[config.mk]
export PLATFORM = sky130hd
export DESIGN_NAME = plru_tree_repl
export DESIGN_NICKNAME = d
export VERILOG_FILES = /design/src/rtl/plru_tree_repl_pkg.sv /design/src/rtl/plru_tree_repl_victim_sel.sv /design/src/rtl/plru_tree_repl.sv
export SDC_FILE = /design/constraint.sdc
export NUM_CORES = 1
export LEC_CHECK = 0
export BUFFER_PORTS_ARGS = -buffer_cell sky130_fd_sc_hd__buf_4
export CAP_MARGIN = 0
export CORE_ASPECT_RATIO = 0.9
export CORE_MARGIN = 2
export CORE_UTILIZATION = 60
export CTS_CLUSTER_DIAMETER = 100
export DETAILED_ROUTE_END_ITERATION = 6
export PLACE_DENSITY = 0.9
export SLEW_MARGIN = 30
export SYNTH_ARGS = -nofsm -noshare
export SYNTH_HDL_FRONTEND = slang
export SYNTH_SLANG_ARGS = --single-unit
[constraint.sdc]
create_clock -name clk_i -period 3.25 [get_ports clk_i]
set_clock_uncertainty 0.05 [all_clocks]
set_input_delay 0.65 -clock clk_i [delete_from_list [all_inputs] [get_ports clk_i]]
set_output_delay 0.65 -clock clk_i [all_outputs]
set_load 0.005 [all_outputs]
[src/rtl/plru_tree_repl_pkg.sv]
// ----------------------------------------------------------------------------
// plru_tree_repl_pkg
// Shared definitions for the tree-PLRU replacement controller.
//   PLRU_ENTRIES_DEFAULT : default number of ways/entries (TLB entry count
//                          of the MMU build, 32).
//   plru_state_e         : refill handshake state (idle / refill pending).
// ----------------------------------------------------------------------------
package plru_tree_repl_pkg;

    localparam int unsigned PLRU_ENTRIES_DEFAULT = 32;

    typedef enum logic {
        PLRU_IDLE = 1'b0,
        PLRU_PEND = 1'b1
    } plru_state_e;

endpackage

[src/rtl/plru_tree_repl_victim_sel.sv]
// ----------------------------------------------------------------------------
// plru_victim_sel
// Combinational victim selection for the tree-PLRU controller.
//   tree_i      in  ENTRIES  heap-numbered tree bits. Bit n is node n, and
//                            bit 0 is unused.
//   valid_i     in  ENTRIES  per-entry valid bits
//   plru_idx_o  out IDX_W    leaf reached by walking the tree from node 1
//   victim_o    out IDX_W    lowest invalid entry. If every entry is valid,
//                            this is plru_idx_o.
// ----------------------------------------------------------------------------
module plru_victim_sel #(
    parameter int unsigned ENTRIES = 32,
    parameter int unsigned IDX_W   = $clog2(ENTRIES)
) (
    input  logic [ENTRIES-1:0] tree_i,
    input  logic [ENTRIES-1:0] valid_i,
    output logic [IDX_W-1:0]   plru_idx_o,
    output logic [IDX_W-1:0]   victim_o
);

    logic [IDX_W:0]   node;
    logic [IDX_W-1:0] freeIdx;
    logic             freeFound;

    // Walk the tree from the root. At each level, shift the node bit in as
    // the next heap-index bit (0 = left child, 1 = right child). Before each
    // step the node number is below ENTRIES, so its low IDX_W bits address
    // the tree. After the last step those low bits are the leaf index.
    always_comb begin
        node = {{IDX_W{1'b0}}, 1'b1};
        for (int l = 0; l < int'(IDX_W); l++) begin
            node = {node[IDX_W-1:0], tree_i[node[IDX_W-1:0]]};
        end
        plru_idx_o = node[IDX_W-1:0];
    end

    // Generic lowest-zero priority encoder. The loop scans from the top down,
    // so the last invalid entry it finds is the lowest-numbered one.
    always_comb begin
        freeFound = 1'b0;
        freeIdx   = '0;
        for (int i = int'(ENTRIES) - 1; i >= 0; i--) begin
            if (!valid_i[i]) begin
                freeFound = 1'b1;
                freeIdx   = IDX_W'(i);
            end
        end
    end

    // Invalid entries are always preferred over evicting a live one.
    always_comb begin
        victim_o = freeFound ? freeIdx : plru_idx_o;
    end

endmodule

[src/rtl/plru_tree_repl.sv]
// ----------------------------------------------------------------------------
// plru_tree_repl
// Tree-PLRU replacement controller for TLBs and small caches. It keeps
// ENTRIES-1 tree bits, updates them on hits and on refills, and picks a
// victim (invalid entries first). The victim is latched for the whole
// request/done refill handshake.
//   clk_i          in   clock
//   rstn_i         in   async active-low reset
//   en_i           in   0 freezes the tree and ignores refill requests
//   flush_i        in   sync clear of the tree and of any pending refill
//   entry_valid_i  in   per-entry valid bits
//   access_vld_i   in   lookup performed this cycle
//   access_hit_i   in   lookup hit
//   access_idx_i   in   index of the entry that hit
//   refill_req_i   in   pulse: allocate a victim
//   refill_done_i  in   pulse: refill written into victim_idx_o
//   victim_vld_o   out  victim latched, refill pending
//   victim_idx_o   out  latched victim index
// ----------------------------------------------------------------------------
module plru_tree_repl
    import plru_tree_repl_pkg::*;
#(
    parameter int unsigned ENTRIES = PLRU_ENTRIES_DEFAULT,
    parameter int unsigned IDX_W   = $clog2(ENTRIES)
) (
    input  logic               clk_i,
    input  logic               rstn_i,
    input  logic               en_i,
    input  logic               flush_i,
    input  logic [ENTRIES-1:0] entry_valid_i,
    input  logic               access_vld_i,
    input  logic               access_hit_i,
    input  logic [IDX_W-1:0]   access_idx_i,
    input  logic               refill_req_i,
    input  logic               refill_done_i,
    output logic               victim_vld_o,
    output logic [IDX_W-1:0]   victim_idx_o
);

    logic [ENTRIES-1:0] tree_q, tree_d;
    plru_state_e        state_q, state_d;
    logic [IDX_W-1:0]   victim_q, victim_d;
    logic [IDX_W-1:0]   selVictim;
    logic [IDX_W-1:0]   plruIdx;

    // Mark idx as recently used. Each node on the root-to-leaf path is set to
    // point at the sibling subtree, away from the direction taken (1 = right).
    function automatic logic [ENTRIES-1:0] touch(input logic [ENTRIES-1:0] t,
                                                 input logic [IDX_W-1:0]   idx);
        logic [IDX_W:0] node;
        node = {{IDX_W{1'b0}}, 1'b1};
        for (int l = int'(IDX_W) - 1; l >= 0; l--) begin
            t[node[IDX_W-1:0]] = ~idx[l];
            node = {node[IDX_W-1:0], idx[l]};
        end
        return t;
    endfunction

    plru_victim_sel #(
        .ENTRIES (ENTRIES),
        .IDX_W   (IDX_W)
    ) u_sel (
        .tree_i     (tree_q),
        .valid_i    (entry_valid_i),
        .plru_idx_o (plruIdx),
        .victim_o   (selVictim)
    );

    // Next-state logic. Flush overrides everything else.
    // A hit touch is applied before the refill touch, so on shared nodes the
    // refilled entry ends up as the most recent one.
    // The victim is taken from the tree and valid bits present in the
    // request cycle.
    always_comb begin
        tree_d   = tree_q;
        state_d  = state_q;
        victim_d = victim_q;
        if (flush_i) begin
            tree_d   = '0;
            state_d  = PLRU_IDLE;
            victim_d = '0;
        end else begin
            if (access_vld_i && access_hit_i && en_i) begin
                tree_d = touch(tree_d, access_idx_i);
            end
            case (state_q)
                PLRU_IDLE: begin
                    if (refill_req_i && en_i) begin
                        victim_d = selVictim;
                        state_d  = PLRU_PEND;
                    end
                end
                PLRU_PEND: begin
                    if (refill_done_i) begin
                        if (en_i) begin
                            tree_d = touch(tree_d, victim_q);
                        end
                        state_d = PLRU_IDLE;
                    end
                end
                default: state_d = PLRU_IDLE;
            endcase
        end
    end

    // State registers. An async reset drops any refill that is in flight.
    always_ff @(posedge clk_i or negedge rstn_i) begin
        if (!rstn_i) begin
            tree_q   <= '0;
            state_q  <= PLRU_IDLE;
            victim_q <= '0;
        end else begin
            tree_q   <= tree_d;
            state_q  <= state_d;
            victim_q <= victim_d;
        end
    end

    assign victim_vld_o = (state_q == PLRU_PEND);
    assign victim_idx_o = victim_q;

endmodule

==> impl_metrics.tcl <==
set metrics [dict create \
    synth_edf_count 0 \
    grt_max_degree 38 \
    tightest_slew_ns 0.731 \
    synth_ff_type "dfrtp_1" \
    setup_viol 0 \
    period_needed_ns 2.57 \
    regArea_um2 926 \
    rows 22 \
    use_met2 0.525 \
    route.detailed.drc 0 \
    drv_slew 0 \
    syn_area_per_cell_um2 8.21 \
    rrSetupSlack_ns 0.68 \
    layout.nets 402 \
    maxCapViolations 0 \
    fin_crit_sh 0.792 \
    vias 2875 \
    grt_antenna_before_repair 0 \
    synthCells 322 \
    grt_use_met1 0.498 \
    synth_fp_nets 367 \
    overflow 0 \
    worstPathCellList "nand2b_1 > o22ai_2 > or2_1 > mux4_2 > a221o_1 > o2111ai_1 > nand3_1" \
    ys_ff_latch 37 \
    r2r-start "tree_q[1]" \
    max_stage_delay_ns 0.53 \
    top_usage_layer "met2" \
    synthArstFlopShare 1.00 \
    ant_nets 0 \
    place_area_um2 3000 \
    die-area_um2 4950 \
    track_usage 0.346 \
    cts_num_sinks 37 \
    clk_path_buf_depth 2 \
    worstSetupPathType "flop to flop" \
    p_leak_nw 1.25 \
    multiInputGateArea_um2 1570 \
    io_buffers 50 \
    r2r_cells 7 \
    critPathLaunchType "flop" \
    slowest_stage "dfrtp_1" \
    start_util 0.636 \
    cp-end-kind "flop" \
    htreeDepth 2 \
    slew-limit-headroom 0.508 \
    crit_required_ns 3.37 \
    hp-class "primary input to asynchronous set/reset pin" \
    nFillCells 323 \
    ctsResizeCount 0 \
    routabilityCongestion 0.919 \
    cts-buffers-inserted 5 \
    die_x_um 74.0 \
    vias_per_cell 6.88 \
    synth_warnings 0 \
    io_pins 51 \
    final.setup.tns_ns 0 \
    routed_wl_um 7960 \
    cts_tree "yes" \
    grt_pass1_vias 2682 \
    ys_seq_area_frac 0.350 \
    clk_latency_ns 0.29 \
    use_met3 0.0711 \
    ir_drop_uv 239 \
    post_cts_buffers 0 \
    layout-drive-gt1-share 0.187 \
    antenna_cells 0 \
    clkTransAtPathRegs_ns 0.08 \
    area_delta_synth_final_pct 16.6 \
    wl_per_cell_um 19.1 \
    root_buffer "clkbuf_8" \
    cp_max_fo 11 \
    r2r-end "victim_idx_o[0]" \
    power_density_nw_per_um2 306 \
    synthesis.area_um2 2640 \
    rsz0062_at_grt "false" \
    hold_buffers 0 \
    cp.arrival_ns 2.70 \
    drt-initial-drc-count 327 \
    place_hpwl_um 5650 \
    dr.pass1.iters 5 \
    die_height_um 67.0 \
    synth_cell_types 51 \
    final-hold-violation-count 0 \
    clock.fmax_mhz 389 \
    stdcell_area_um2 3080 \
    core_um2 4160 \
    run_status "completed" \
    grt_pass1_wl_um 13100 \
]
## cells in the final DEF (no fill, tap or decap), drive strengths merged, types with 2 or more instances in the layout
cell type / n
a21boi: 2
or3: 5
or4: 2
or2: 5
o2111ai: 2
a21oi: 20
mux2: 3
a311oi: 15
a221oi: 17
o211ai: 4
o21ai: 18
o22ai: 2
a31oi: 2
and2: 3
nor4: 4
inv: 12
clkinv: 3
nand4: 11
nand2: 33
nand2b: 6
nor3: 6
clkbuf: 6
a211oi: 8
buf: 51
and3: 4
nand3: 16
dfrtp: 37
o31ai: 4
and4: 5
o311a: 4
nor2: 28
mux2i: 6
## routing by layer
| layer | wire, µm | vias to the layer above | share of wire |
|---|---|---|---|
| li1 | - | 1324 | - |
| met3 | 818 | 22 | 0.10 |
| met2 | 3630 | 194 | 0.46 |
| met5 | 0 | - | 0 |
| met1 | 3390 | 1335 | 0.43 |
| met4 | 131 | 0 | 0.016 |
## flip-flops by register name, summed over array words and instances (netlist names)
name	flops
victim_vld_o	1
tree_q	31
victim_idx_o	5
## layout make-up
class | count | area share
clock buffer | 6 | 0.0235
inverter | 13 | 0.0158
multi-input combinational | 249 | 0.509
tap | 60 | 0.0244
clock inverter | 2 | 0.00325
sequential | 37 | 0.300
timing repair buffer | 51 | 0.124
## critical path: cells and delay by family (launching register included)
family / cells / cell delay [ns]
AO/OA/AOI/OAI: 3 / 0.68
flip-flops: 1 / 0.53
multiplexers: 1 / 0.53
AND/OR/NAND/NOR: 3 / 0.66
## kinds of logic after synthesis
group,count (synthesis),synth area share
AOI/OAI and AO/OA,107,0.294
and+or+nand+nor,132,0.253
DFF,37,0.350
buffers and inverters,36,0.0568
muxes,10,0.0454
## synth_stat cells (5+ instances only)
library cell,instances,area [µm²]
nor2_1,28,105
nor3_1,6,30.0
or3_1,5,31.3
nand2b_1,6,37.5
a311oi_1,15,131
inv_1,11,41.3
a21oi_1,20,100
mux2i_1,5,50.1
or2_1,5,31.3
o21ai_0,16,80.1
and4_1,5,43.8
nand3_1,16,80.1
clkbuf_1,21,78.8
a211oi_1,8,60.1
dfrtp_1,37,926
nand4_1,11,68.8
a221oi_1,17,149
nand2_1,32,120
## worst max path at each step
stage | depth (start not counted) | start | endpoint | slack, ns
4_1_cts | 7 | tree_q[1] | victim_idx_o[0] | 0.72
6_report | 7 | tree_q[1] | victim_idx_o[0] | 0.68
3_3_place_gp | 7 | tree_q[1] | victim_idx_o[0] | 0.84
3_5_place_dp | 7 | tree_q[1] | victim_idx_o[0] | 0.73
5_1_grt | 7 | tree_q[1] | victim_idx_o[0] | 0.55
2_1_floorplan | 8 | tree_q[1] | victim_idx_o[0] | 1.00
## stage by stage
step	instances	utilization	hold slack, ns	power, mW	worst slack, ns
finish	418	0.742	0.260	0.942	0.677
global route	418	0.742	0.299	0.983	0.545
CTS	418	0.742	0.276	0.940	0.724
detailed placement	410	0.722	0.542	0.629	0.733
global placement	410	0.722	0.525	0.624	0.836
floorplan	322	-	0.304	0.547	1.00
## power by group
group / leakage (nW) / internal [mW] / switching, mW
logic: 0.689 / 0.0616 / 0.0859
registers: 0.514 / 0.466 / 0.0107
clock network: 0.0450 / 0.149 / 0.170
(Power assumes the default switching activity.)
